## config.mk

```make
export PLATFORM = sky130hd
export DESIGN_NAME = pipeline_hazard_ctrl
export DESIGN_NICKNAME = d
export VERILOG_FILES = /design/src/rtl/core_pkg.sv /design/src/rtl/load_use_detect.sv /design/src/rtl/pipeline_hazard_ctrl.sv
export SDC_FILE = /design/constraint.sdc
export NUM_CORES = 1
export LEC_CHECK = 0
export BUFFER_PORTS_ARGS = -buffer_cell sky130_fd_sc_hd__buf_2
export CAP_MARGIN = 30
export CORE_MARGIN = 2
export CORE_UTILIZATION = 44
export DETAILED_ROUTE_END_ITERATION = 10
export PLACE_DENSITY = 0.87
export SLEW_MARGIN = 25
export SYNTH_ARGS = -nofsm -noshare
export SYNTH_HDL_FRONTEND = slang
export SYNTH_SLANG_ARGS = --single-unit
```

## constraint.sdc

```tcl
create_clock -name clk_i -period 2.48 [get_ports clk_i]
set_input_delay 0.496 -clock clk_i [delete_from_list [all_inputs] [get_ports clk_i]]
set_output_delay 0.496 -clock clk_i [all_outputs]
set_load 0.1 [all_outputs]
```

## src/rtl/core_pkg.sv

```systemverilog
// rtl/core_pkg.sv - shared types and constants for the core pipeline control
//
// Purpose: common definitions used by the hazard sequencer and its helpers.
//   md_state_t          mul/div sequencer state (IDLE, MD_RUN)
//   REG_X0              architectural zero register index
//   MD_TIMEOUT_DEFAULT  default cycle limit for a mul/div operation
package core_pkg;

    typedef enum logic {
        IDLE   = 1'b0,
        MD_RUN = 1'b1
    } md_state_t;

    localparam logic [4:0] REG_X0             = 5'd0;
    localparam int         MD_TIMEOUT_DEFAULT = 64;

endpackage

```

## src/rtl/load_use_detect.sv

```systemverilog
// rtl/load_use_detect.sv - combinational load-use hazard compare
//
// Purpose: flags when the instruction in ID reads the destination of a load in EX.
// Ports:
//   rs1_id, rs2_id      in   source registers of the ID instruction
//   use_rs1, use_rs2    in   ID instruction actually reads rs1 / rs2
//   ex_rd               in   destination register of the EX instruction
//   ex_wb_n             in   active-low: EX instruction writes a register
//   ex_memread          in   EX instruction is a load
//   lu                  out  load-use hazard present
module load_use_detect
    import core_pkg::*;
(
    input  logic [4:0] rs1_id,
    input  logic [4:0] rs2_id,
    input  logic       use_rs1,
    input  logic       use_rs2,
    input  logic [4:0] ex_rd,
    input  logic       ex_wb_n,
    input  logic       ex_memread,
    output logic       lu
);

    logic rs1_hit;
    logic rs2_hit;

    assign rs1_hit = use_rs1 && (rs1_id == ex_rd);
    assign rs2_hit = use_rs2 && (rs2_id == ex_rd);

    // x0 is never a real dependency: its reads are always zero.
    assign lu = ex_memread && !ex_wb_n && (ex_rd != REG_X0) && (rs1_hit || rs2_hit);

endmodule

```

## src/rtl/pipeline_hazard_ctrl.sv

```systemverilog
// rtl/pipeline_hazard_ctrl.sv - stall/flush sequencer for the 5-stage core
//
// Purpose: resolves hazards that forwarding cannot: load-use stalls, multi-cycle
// mul/div freezes with timeout, and redirect flushes for taken branches and traps.
// Ports:
//   clk_i, reset_i                  clock, asynchronous active-high reset
//   rs1_ID, rs2_ID, use_rs1_ID,     ID-stage source operands
//   use_rs2_ID
//   idex_rd, idex_wb, idex_memread  EX-stage destination info (idex_wb active-low)
//   ex_muldiv, md_done_i            mul/div request in EX and completion
//   branch_taken_EX, trap_i         redirect sources
//   stall_IF/ID/EX                  hold PC / IF/ID / ID/EX
//   bubble_EX, bubble_MEM           load NOP into ID/EX / EX/MEM
//   flush_IFID/IDEX/EXMEM           clear pipeline registers
//   md_start_o, md_abort_o          one-cycle pulses to the mul/div unit
//   md_busy_o                       mul/div operation in progress
//   md_timeout_o                    sticky timeout flag, cleared by reset only
module pipeline_hazard_ctrl
    import core_pkg::*;
#(
    parameter int MD_TIMEOUT = MD_TIMEOUT_DEFAULT
) (
    input  logic       clk_i,
    input  logic       reset_i,
    input  logic [4:0] rs1_ID,
    input  logic [4:0] rs2_ID,
    input  logic       use_rs1_ID,
    input  logic       use_rs2_ID,
    input  logic [4:0] idex_rd,
    input  logic       idex_wb,
    input  logic       idex_memread,
    input  logic       ex_muldiv,
    input  logic       md_done_i,
    input  logic       branch_taken_EX,
    input  logic       trap_i,
    output logic       stall_IF,
    output logic       stall_ID,
    output logic       stall_EX,
    output logic       bubble_EX,
    output logic       bubble_MEM,
    output logic       flush_IFID,
    output logic       flush_IDEX,
    output logic       flush_EXMEM,
    output logic       md_start_o,
    output logic       md_abort_o,
    output logic       md_busy_o,
    output logic       md_timeout_o
);

    localparam int CNT_W = $clog2(MD_TIMEOUT + 1);

    md_state_t        state;
    md_state_t        state_nxt;
    logic [CNT_W-1:0] md_cnt;
    logic [CNT_W-1:0] md_cnt_nxt;
    logic             md_timeout_q;
    logic             md_timeout_set;

    logic kill;
    logic lu;
    logic md_at_limit;
    logic md_go;
    logic md_hold;
    logic md_tmo;

    load_use_detect u_load_use_detect (
        .rs1_id     (rs1_ID),
        .rs2_id     (rs2_ID),
        .use_rs1    (use_rs1_ID),
        .use_rs2    (use_rs2_ID),
        .ex_rd      (idex_rd),
        .ex_wb_n    (idex_wb),
        .ex_memread (idex_memread),
        .lu         (lu)
    );

    assign kill        = trap_i;
    assign md_at_limit = (md_cnt == CNT_W'(MD_TIMEOUT));

    // Start only from IDLE and only if the mul/div in EX is not being discarded.
    assign md_go   = (state == IDLE) && ex_muldiv && !kill && !branch_taken_EX;
    assign md_hold = (state == MD_RUN) && !kill && !md_done_i && !md_at_limit;
    // A timeout releases the pipeline as if done, but aborts the unit.
    assign md_tmo  = (state == MD_RUN) && !kill && !md_done_i && md_at_limit;

    // State register, cycle counter and sticky timeout flag.
    always_ff @(posedge clk_i or posedge reset_i) begin
        if (reset_i) begin
            state        <= IDLE;
            md_cnt       <= '0;
            md_timeout_q <= 1'b0;
        end else begin
            state  <= state_nxt;
            md_cnt <= md_cnt_nxt;
            if (md_timeout_set) begin
                md_timeout_q <= 1'b1;
            end
        end
    end

    // Next-state logic.
    always_comb begin
        state_nxt      = state;
        md_cnt_nxt     = md_cnt;
        md_timeout_set = 1'b0;
        unique case (state)
            IDLE: begin
                if (md_go) begin
                    state_nxt  = MD_RUN;
                    md_cnt_nxt = CNT_W'(1);
                end
            end
            MD_RUN: begin
                if (kill || md_done_i || md_at_limit) begin
                    state_nxt      = IDLE;
                    md_cnt_nxt     = '0;
                    md_timeout_set = md_tmo;
                end else begin
                    md_cnt_nxt = md_cnt + CNT_W'(1);
                end
            end
            default: begin
                state_nxt  = IDLE;
                md_cnt_nxt = '0;
            end
        endcase
    end

    // Output priority mux: kill > branch > mul/div > load-use.
    always_comb begin
        stall_IF    = 1'b0;
        stall_ID    = 1'b0;
        stall_EX    = 1'b0;
        bubble_EX   = 1'b0;
        bubble_MEM  = 1'b0;
        flush_IFID  = 1'b0;
        flush_IDEX  = 1'b0;
        flush_EXMEM = 1'b0;
        md_start_o  = 1'b0;
        md_abort_o  = 1'b0;
        if (!reset_i) begin
            if (kill) begin
                flush_IFID  = 1'b1;
                flush_IDEX  = 1'b1;
                flush_EXMEM = 1'b1;
                md_abort_o  = (state == MD_RUN);
            end else begin
                // While MD_RUN the EX slot holds the mul/div, so a branch
                // indication there cannot be genuine and is not acted on.
                if (branch_taken_EX && (state == IDLE)) begin
                    flush_IFID = 1'b1;
                    flush_IDEX = 1'b1;
                end else if (md_go || md_hold) begin
                    // ID/EX is held, never bubbled, so a pending load-use waits.
                    stall_IF   = 1'b1;
                    stall_ID   = 1'b1;
                    stall_EX   = 1'b1;
                    bubble_MEM = 1'b1;
                    md_start_o = md_go;
                end else if (lu) begin
                    stall_IF  = 1'b1;
                    stall_ID  = 1'b1;
                    bubble_EX = 1'b1;
                end
                md_abort_o = md_tmo;
            end
        end
    end

    assign md_busy_o    = (state == MD_RUN) && !reset_i;
    assign md_timeout_o = md_timeout_q && !reset_i;

endmodule

```

After elaboration in Yosys (flattened, before gate mapping)

Cells that the tools add are included.
Widths: inputs -> output; s select.

Memories kept: 0
Latch bits: 0
Word-level logic and storage cells: 67
Flip-flop bits (word level): 9
Memory bits (writable): 0
Bits in read-only memories: 0
Bits of input ports: 25
Output and inout port bits: 12

Reduce and logical (&&, ||, !) cells: 26
Div/mod/pow operators: 0
$lt $le $gt $ge: 0
Muxes and demuxes: 32
Add/sub/neg operators: 1
$mul: 0
Shift operators: 0
Eq/ne operators: 4
Bitwise operators: 1

Operators with widths:

| operator            | number |
|---|---|
| $mux 1              | 28 |
| $logic_and 1x1->1   | 15 |
| $mux 7              | 2 |
| $pmux 7 s2          | 1 |
| $eq 5x5->1          | 2 |
| $add 7x1->7 const B | 1 |
| $eq 7x7->1 const B  | 1 |
| $logic_not 1->1     | 6 |
| $reduce_bool 5->1   | 1 |
| $logic_or 1x1->1    | 4 |
| $ne 2x2->1 const B  | 1 |
| $pmux 1 s2          | 1 |
| $not 1->1           | 1 |

Logic depth before layout (Yosys ltp)

Gate-level depths: netlist of run 1.

Word-level depth: 9
Depth in mapped cells: 7

By module

From an unflattened synthesis of run 1, not the netlist that was laid out.

Cells, all modules: 89
Area, all modules: 753.2 um^2

By module, submodules not included:

| module               | cells each | times used | area an instance (um^2) |
|---|---|---|---|
| pipeline_hazard_ctrl | 71         | 1          | 613.1 |
| load_use_detect      | 18         | 1          | 140.1 |

Least setup slack after synthesis of run 1

OpenSTA, ideal clock, no wires.

Path kind: input port to output port
From: input port branch_taken_EX
To: output port stall_IF
Path buffers: 1
Data required time: 1,984 ps
Stages: 4
Data arrival time: 4,039 ps
Path slack: -2,055 ps
Path through: or3b_2 > and2_1 > o32ai_1 > buf_4

Longest elaborated chain between the ends: 7
Elaborated cells on any way between the ends: 8
Those cells by class: mux (4); reduce/logical (4)

RTL lines:

| element                  | line                        | text |
|---|---|---|
| from (decl)              | pipeline_hazard_ctrl.sv:34  | `input logic branch_taken_EX,` |
| $logic_not 1->1          | pipeline_hazard_ctrl.sv:81  | `assign md_go = (state == IDLE) && ex_muldiv && !kill && !branch_taken_EX;` |
| $logic_and 1x1->1        | pipeline_hazard_ctrl.sv:81  |  |
| $logic_or 1x1->1         | pipeline_hazard_ctrl.sv:153 | `end else if (md_go \|\| md_hold) begin` |
| $mux 1                   | --                          |  |
| $mux 1 (*) (3 in series) | --                          |  |
| to (decl)                | pipeline_hazard_ctrl.sv:36  | `output logic stall_IF,` |

Mark *: on every way between the ends. The rest lies on a longest branch, timed or not.

Final worst setup path of run 1

From: register md_cnt[5]
To: output port md_abort_o

Longest elaborated chain between the ends: 4

RTL lines:

| element                | line                        | text |
|---|---|---|
| from (decl)            | pipeline_hazard_ctrl.sv:54  | `logic [CNT_W-1:0] md_cnt;` |
| from (signal assigned) | pipeline_hazard_ctrl.sv:94  | `md_cnt <= md_cnt_nxt;` |
| $eq 7x7->1             | pipeline_hazard_ctrl.sv:78  | `assign md_at_limit = (md_cnt == CNT_W'(MD_TIMEOUT));` |
| $logic_and 1x1->1      | pipeline_hazard_ctrl.sv:84  | `assign md_tmo = (state == MD_RUN) && !kill && !md_done_i && md_at_limit;` |
| $mux 1                 | pipeline_hazard_ctrl.sv:142 | `if (kill) begin` |
| $mux 1                 | pipeline_hazard_ctrl.sv:141 | `if (!reset_i) begin` |
| to (decl)              | pipeline_hazard_ctrl.sv:45  | `output logic md_abort_o,` |

No other way between the ends.

==> run metrics, run 1 <==
outcome=complete, but fails checks; failing checks=negative setup slack; ratio of cells with drive above 1 in the final layout=0.492; switch share=0.380; Tcrit/Tclk final=1.01; placer congestion estimate=0.893; worst slew pin tran=0.517 ns; Lkg Pwr=0.539 nW; largest area contributor in the netlist=dfrtp_1; largest net degree at the start of global routing=10; Post-Route Setup TNS=-0.0289 ns; CTS max path bufs=2; power after layout=0.000441 W; Yosys cell types=33; WS Path Type=register to primary output; row count=14; average size of a mapped cell=8.29 sq um; final instance area=0.00117 sq mm; via count=850; Reg area=228 sq um; antenna violations before repair=0; max-cap violation count=0; clock slew at reported path FFs=0.06 ns; RR Endpoint=md_cnt[2]; DPL Wire Length=1720 um; crit end category=primary output; chip height=45.4 um; total track usage=0.227; grt ovf=0; initial core utilization=0.484; Main synth FF type=dfrtp_1; number of fill cells=113; Nets=160; R2R depth=5; area grow syn2layout=55.2%; Root Driver=clkbuf_4; DP Area=0.00110 sq mm; ranking of synthesized cells by area=dfrtp_1 30%, xor2_1 9.3%, nand3_1 5.3%; IO Count=37; synthesized flop and latch total=9; Critical Path Start Type=register; Crit path arrival time=2.01 ns; n_diodes=0; Int Pwr=0.000274 W; cell area after synthesis=754 sq um; most common cell in the synthesized netlist=dfrtp_1; slew margin rel.=0.655; Comb pwr share=0.376; Setup Viol. Count Final=1; Post-synth top cells=9 x dfrtp_1, 8 x nand2_1, 8 x nand3_1, 8 x xor2_1, 6 x nor2_1; drt initial violations=6; Remaining DRCs=0; Final Hold Fails=0; total iterations of the first detailed-routing run=4; Max FO, Critical Path=3; P_sw=0.000167 W; clk_lat worst skew=0.26 ns; CTS sink count=9; WP data required=1.98 ns; clock skew=0.00517 ns; Yosys top cell area share=0.299; Worst R2R Start=md_cnt[5]; PortBufs=36; final slew viol count=0; die width=45.4 um; Syn Inst Count=91; Seq/Total Area, Yosys=0.299; R2R Setup Slk=0.63 ns; core footprint=0.00156 sq mm; drt via density=5.74; CTS tree=done; Fmax achieved=399 MHz; Detail Route Antenna Nets=0; multi-input logic area=567 sq um; Sequential Power Share=0.368; TritonCTS Buffers=3; clock power share=0.257; first-pass GRT wire length=3360 um; Wirelength per Cell=15.0 um; htree depth=1; Post-synth EDFFs=0; die area=0.00206 sq mm; hold_ws=0.431 ns; pwr/cell area=377 mW/mm^2; ys async rst share=1.00; maximum vdd drop=0.215 mV; RSZ-0062 raised after global routing=true; Final min period=2.51 ns; setup ws final=-0.0289 ns; Worst Hold Class=input pin to async pin; vias in the first global route=816; YS warnings=0; DRT Wirelength=2220 um; syn_nets=118
## flip-flops by register name, summed over array words and instances (netlist names)
| register | flops |
|---|---|
| state | 1 |
| md_timeout_q | 1 |
| md_cnt | 7 |
## area by class of cell
type	count	share of cell area
Inverter	4	0.0128
Timing Repair Buffer	42	0.269
Clock buffer	4	0.0224
Tap cell	16	0.0171
Multi-Input combinational cell	73	0.484
Sequential cell	9	0.194
## critical path, stage by stage, from the launching register on
cell     delay (ns)
dfrtp_1        0.41
or4_4          0.58
buf_4          0.17
nor3_1         0.21
o21a_2         0.21
buf_12         0.18
## metrics by stage
stage	utilization	worst slack [ns]	cells
after floorplan	-	-0.241	91
after global placement	0.707	0.193	141
after detailed placement	0.707	0.123	141
after CTS	0.729	0.0125	145
after global routing	0.751	-0.0291	148
final	0.751	-0.0289	148
## per-layer routing
metal  global-route usage  part of all wire  up-vias
met5                    0                 0        -
met4                0.135             0.039        0
met3               0.0317             0.050       10
met2                0.411              0.54       39
met1                0.245              0.37      395
li1                     -                 -      406
## what timing repair did
action | in CTS | in global routing
hold buffers | 0 | 0
pin swaps | 1 | 2
resized for setup | 2 | 4
endpoints found under the setup margin | 3 | 3
setup buffers | 0 | 3
## worst max-delay path by stage
stage	startpoint	to	depth (start not counted)
detailed placement	idex_rd[1]	stall_IF	5
floorplan	branch_taken_EX	stall_IF	4
finish	md_cnt[5]	md_abort_o	5
global route	md_cnt[4]	md_abort_o	5
global placement	idex_rd[1]	bubble_EX	6
CTS	md_cnt[4]	stall_IF	5
## power groups by stage
stage	logic, W	clock network (W)	registers [W]
finish	0.000166	0.000113	0.000162
global route	0.000175	0.000122	0.000163
CTS	0.000164	0.000113	0.000161
detailed placement	0.000163	0	0.000164
global placement	0.000156	0	0.000163
floorplan	0.000116	0	0.000161
## placed cells by master, fill, tap and decap left out, drive strengths merged
cell type | Yosys | final
or2 | 1 | 1
nor3 | 4 | 4
nor3b | 3 | 3
nand3 | 8 | 8
o21ai | 5 | 5
nand2b | 1 | 1
or3 | 2 | 2
clkbuf | 1 | 4
xnor2 | 3 | 3
nor2b | 5 | 5
or4 | 3 | 3
a21o | 2 | 2
a32oi | 1 | 1
ha | 2 | 2
nand2 | 8 | 8
buf | 4 | 42
a21oi | 1 | 1
inv | 4 | 4
o32ai | 1 | 1
or3b | 1 | 1
nor4 | 3 | 3
nor2 | 6 | 6
o22ai | 2 | 2
xor2 | 8 | 8
and2 | 2 | 2
dfrtp | 9 | 9
o21a | 1 | 1
## kinds of logic (layout without fill, tap and decap cells)
| logic type | count (synthesis) | after routing | share of synthesized area |
|---|---|---|---|
| AO/OA/AOI/OAI | 13 | 13 | 0.114 |
| adder cells (fa/ha/maj) | 2 | 2 | 0.0332 |
| buffers and inverters | 9 | 50 | 0.0696 |
| AND/OR/NAND/NOR | 47 | 47 | 0.357 |
| flip-flops | 9 | 9 | 0.299 |
| XOR/XNOR | 11 | 11 | 0.128 |
Power figures use the tool's default switching activity.
==> run 2, diff against run 1 <==
--- a/config.mk
+++ b/config.mk
@@ -11,6 +11,7 @@
 export CORE_UTILIZATION = 44
 export DETAILED_ROUTE_END_ITERATION = 10
 export PLACE_DENSITY = 0.87
+export SKIP_CTS_REPAIR_TIMING = 1
 export SLEW_MARGIN = 25
 export SYNTH_ARGS = -nofsm -noshare
 export SYNTH_HDL_FRONTEND = slang
==> run 2 against run 1 <==
  * The run now ends clean
  * Die area unchanged
  * Sequential cell count unchanged
  * Clock power about the same
  * Non-clock buffer count down 1
  * Routed wire length down 5.1%
  * Design area down 0.75%
  * Sequential share of layout area about the same
  * Sequential power about the same
  * Combinational power about the same
  * Clock skew about the same
  * Register-to-register slack better by 0.13 ns
  * Largest cell class unchanged
  * Highest routed layer unchanged
==> run metrics, run 2 (synthesis results as in run 1) <==
commonest non-fill, non-tap cell in the layout=buf_2; initial core utilization=0.484; Worst Hold Class=input pin to async pin; row count=14; Crit path arrival time=1.95 ns; htree depth=1; pwr/cell area=377 mW/mm^2; Remaining DRCs=0; Max FO, Critical Path=5; CTS sink count=9; largest net degree at the start of global routing=10; Critical Path, Cell by Cell=or4_4 > o21ai_4 > and2_4 > o32ai_4 > buf_12; CTS max path bufs=2; IO Count=37; chip height=45.4 um; largest reg by FF count=md_cnt; Final min period=2.45 ns; maximum vdd drop=0.216 mV; die area=0.00206 sq mm; grt ovf=0; most frequent cells in the layout=30 x buf_2, 8 x nand3_1, 8 x xor2_1, 8 x dfrtp_1, 7 x nand2_1; RSZ-0062 raised after global routing=true; Slowest cell on crit path=or4_4; total iterations of the first detailed-routing run=4; Tcrit/Tclk final=0.986; Fmax achieved=409 MHz; Layout Cells excl Fill=147; placer congestion estimate=0.893; outcome=finished, final reports clean; number of fill cells=118; worst slew pin tran=0.514 ns; drt initial violations=6; Lkg Pwr=0.535 nW; ratio of cells with drive above 1 in the final layout=0.481; via count=830; Final Hold Fails=0; drt via density=5.65; setup ws final=0.0339 ns; first-pass GRT wire length=3310 um; Wirelength per Cell=14.3 um; DP Area=0.00110 sq mm; vias in the first global route=813; final slew viol count=0; clock skew=0.00467 ns; n_diodes=0; total track usage=0.224; slew margin rel.=0.657; launch point of the worst path=md_cnt[4]; DPL Wire Length=1720 um; TritonCTS Buffers=3; clock slew at reported path FFs=0.06 ns; max reg flops=7; WP data required=1.98 ns; Setup Viol. Count Final=0; Critical Path Start Type=register; max-cap violation count=0; die width=45.4 um; final instance area=0.00116 sq mm; Worst R2R Start=md_cnt[4]; Nets=159; worst slack, placed=0.123 ns; antenna violations before repair=0; post-layout util=0.746; Largest regs=md_cnt: 7 flops, md_timeout_q: 1 flops, state: 1 flops; clk_lat worst skew=0.26 ns; CTS tree=done; DRT Wirelength=2100 um; Root Driver=clkbuf_4; CP peak stage delay=0.56 ns; core footprint=0.00156 sq mm; area grow syn2layout=54.1%; dpl cells=141; crit end category=primary output; PortBufs=36; Detail Route Antenna Nets=0; WS Path Type=register to primary output
## run 2: final timing paths
kind                                end  slack (ns)  cells after the start
min in group clk_i         md_timeout_q        0.45                      1
min reg2reg                md_timeout_q        0.45                      1
max                            stall_IF        0.03                      5
max reg2reg                   md_cnt[2]        0.76                      4
min                               state        0.42                      3
max in group asynchronous     md_cnt[4]        1.78                      3
## run 2: stage by stage
step / hold slack [ns] / TNS, ns / total power [W]
finish: 0.419 / 0 / 0.000438
CTS: 0.429 / -0.0638 / 0.000437
detailed placement: 0.441 / 0 / 0.000327
global route: 0.456 / -0.0940 / 0.000458
global placement: 0.432 / 0 / 0.000319
floorplan: 0.420 / -0.678 / 0.000277
## run 2: cell type report
class                      count  area, sq um  area share
multi-input combinational     73          567       0.488
timing repair buffer          41          308       0.265
sequential                     9          226       0.195
clock buffer                   4         26.3      0.0226
tap                           16         20.0      0.0172
inverter                       4         15.0      0.0129
## run 2: layer usage
layer / vias to the layer above / global-route usage / part of all wire
li1: 398 / - / -
met1: 383 / 0.245 / 0.36
met2: 39 / 0.392 / 0.53
met3: 10 / 0.0317 / 0.057
met4: 0 / 0.153 / 0.045
met5: - / 0 / 0
## run 2: critical path: cells and delay by family (launching register included)
kind | cells | cell delay [ns]
AO/OA/AOI/OAI | 2 | 0.28
buffers and inverters | 1 | 0.22
flip-flops | 1 | 0.43
AND/OR/NAND/NOR | 2 | 0.76
## run 2: power by group
group / leakage [nW] / switching, W / internal (W)
Sequential: 0.121 / 0.00000898 / 0.000153
Combinational: 0.399 / 0.000106 / 0.0000585
Clock: 0.0150 / 0.0000496 / 0.0000619
==> run 3, diff against run 2 <==
--- a/config.mk
+++ b/config.mk
@@ -5,12 +5,13 @@
 export SDC_FILE = /design/constraint.sdc
 export NUM_CORES = 1
 export LEC_CHECK = 0
+export ABC_AREA = 1
 export BUFFER_PORTS_ARGS = -buffer_cell sky130_fd_sc_hd__buf_2
 export CAP_MARGIN = 30
 export CORE_MARGIN = 2
-export CORE_UTILIZATION = 44
+export CORE_UTILIZATION = 46
 export DETAILED_ROUTE_END_ITERATION = 10
-export PLACE_DENSITY = 0.87
+export PLACE_DENSITY = 0.88
 export SKIP_CTS_REPAIR_TIMING = 1
 export SLEW_MARGIN = 25
 export SYNTH_ARGS = -nofsm -noshare
==> run 3 against run 2 <==
  * Synthesized cell count is 51% higher
  * Count of clock-buffer cells in the layout stayed put
  * Maximum frequency is 3.4% higher
  * Sequential power hardly changed
  * Critical path depth is 5 higher
  * Synthesized area is 11% higher
  * Setup slack better by 0.081 ns
  * Global-route usage is 1.3 points lower
  * Utilization is 7.2 points lower
  * Critical endpoint is now bubble_MEM
  * Critical path type unchanged
  * Routed wire length is 7.8% lower
  * Design area stayed put
  * Clock power is 4% higher
  * Largest power group unchanged
==> run metrics, run 3 <==
outcome=finished, final reports clean; syn_nets=164; IO Count=37; die area=0.00217 sq mm; Final min period=2.37 ns; n_diodes=0; Seq/Total Area, Yosys=0.269; CTS sink count=9; DP Area=0.00114 sq mm; GR peak layer=met2; Root Driver=clkbuf_4; largest net degree at the start of global routing=11; Final Hold Fails=0; grt met3 use=0.0471; Post-synth top cells=43 x nand2_1, 26 x inv_1, 19 x nor2_1, 9 x dfrtp_1, 6 x nand3_1; WP data required=1.98 ns; GR Util met2=0.403; WS Path Type=register to primary output; clock slew at reported path FFs=0.06 ns; largest area contributor in the netlist=dfrtp_1; synthesized flop and latch total=9; worst slack, placed=0.414 ns; CTS max path bufs=2; Critical Path, Cell by Cell=inv_1 > ha_1 > inv_1 > nor2_2 > nand2_2 > nand2_4 > nand2_4 > nand2_1 > clkinvlp_4 > buf_12; largest reg by FF count=md_cnt; slew margin rel.=0.676; RSZ-0062 raised after global routing=false; Worst Hold Class=input pin to async pin; hold_ws=0.309 ns; Max FO, Critical Path=7; Critical Path Start Type=register; final instance area=0.00116 sq mm; Slowest cell on crit path=dfrtp_1; clock power share=0.257; grt ovf=0; max reg flops=7; total track usage=0.210; drt initial violations=17; area grow syn2layout=39.1%; worst slew pin tran=0.490 ns; Wirelength per Cell=9.69 um; CP peak stage delay=0.42 ns; YS warnings=0; CTS tree=done; ratio of cells with drive above 1 in the final layout=0.343; die width=46.6 um; Sequential Power Share=0.354; cell area after synthesis=836 sq um; Yosys top cell area share=0.269; P_sw=0.000183 W; setup ws final=0.115 ns; Lkg Pwr=0.655 nW; initial core utilization=0.484; ys async rst share=1.00; Syn Inst Count=137; Tcrit/Tclk final=0.954; Setup Viol. Count Final=0; Remaining DRCs=0; clock skew=0.00558 ns; pwr/cell area=388 mW/mm^2; final slew viol count=0; clk_lat worst skew=0.26 ns; Int Pwr=0.000268 W; core footprint=0.00173 sq mm; maximum vdd drop=0.265 mV; TritonCTS Buffers=3; chip height=46.6 um; via count=950; Post-Route Setup TNS=0 ns; power after layout=0.000451 W; DRT Wirelength=1940 um; Nets=203; Largest regs=md_cnt: 7 flops, md_timeout_q: 1 flops, state: 1 flops; placer congestion estimate=0.847; Crit path arrival time=1.87 ns; average size of a mapped cell=6.10 sq um; DPL Wire Length=1620 um; Detail Route Antenna Nets=0; Yosys cell types=22; antenna violations before repair=0; Main synth FF type=dfrtp_1; first-pass GRT wire length=3250 um; Worst Path Buf+Inv=4; Post-synth EDFFs=0; Comb pwr share=0.389; ranking of synthesized cells by area=dfrtp_1 27%, nand2_1 19%, inv_1 12%; PortBufs=36; row count=15; crit end category=primary output; htree depth=1; drt via density=4.75; most frequent cells in the layout=42 x nand2_1, 31 x buf_2, 25 x inv_1, 16 x nor2_1, 9 x dfrtp_1; most common cell in the synthesized netlist=nand2_1; vias in the first global route=860; crit-path leading delay family=simple AND/OR/NAND/NOR gates; commonest non-fill, non-tap cell in the layout=nand2_1; grt met1 use=0.214; total iterations of the first detailed-routing run=4; Fmax achieved=423 MHz; switch share=0.405; max-cap violation count=0
==> run 3: routing by layer <==
layer / routed length (um) / vias up / share of wire
met5: 0 / - / 0
met4: 12 / 0 / 0.0062
met3: 113 / 2 / 0.058
met2: 1020 / 32 / 0.53
met1: 789 / 426 / 0.41
li1: - / 490 / -
==> run 3: cells by family after synthesis <==
logic type | after synthesis | share of synthesized area
and+or+nand+nor | 79 | 0.430
buffers and inverters | 33 | 0.162
AOI/OAI and AO/OA | 11 | 0.0778
DFF | 9 | 0.269
xor gates and xnor gates | 3 | 0.0314
adders and majority gates | 2 | 0.0299
==> run 3: final timing paths <==
| check | endpoint | slack (ns) | cells past startpoint | start |
|---|---|---|---|---|
| max | bubble_MEM | 0.11 | 10 | md_cnt[0] |
| min | state | 0.31 | 3 | reset_i |
| max reg2reg | md_cnt[3] | 1.11 | 8 | md_cnt[0] |
| min reg2reg | md_timeout_q | 0.46 | 2 | md_timeout_q |
| max in group asynchronous | md_cnt[3] | 2.03 | 3 | reset_i |
| min in group clk_i | md_timeout_q | 0.46 | 2 | md_timeout_q |
==> run 3: per-stage QoR <==
step / cells / utilization
global route: 200 / 0.673
CTS: 200 / 0.673
global placement: 196 / 0.658
detailed placement: 196 / 0.658
finish: 200 / 0.673
floorplan: 137 / -
==> run 3: layout make-up <==
type / count / area, sq um
Fill cell: 146 / 564
Multi-Input combinational cell: 95 / 500
Timing Repair Buffer: 37 / 263
Sequential cell: 9 / 225
Inverter: 30 / 116
Tap cell: 25 / 31.3
Clock buffer: 4 / 26.3
==> run 3: worst min-delay path: cells and delay by family <==
kind     cells  cell delay, ns
buf+inv      3            0.42
==> run 3: power by group through the flow <==
stage               sequential [W]  combinational, W  clock, W
floorplan                 0.000160          0.000123         0
global placement          0.000161          0.000170         0
detailed placement        0.000162          0.000174         0
CTS                       0.000159          0.000176  0.000121
global route              0.000160          0.000191  0.000125
finish                    0.000159          0.000175  0.000116
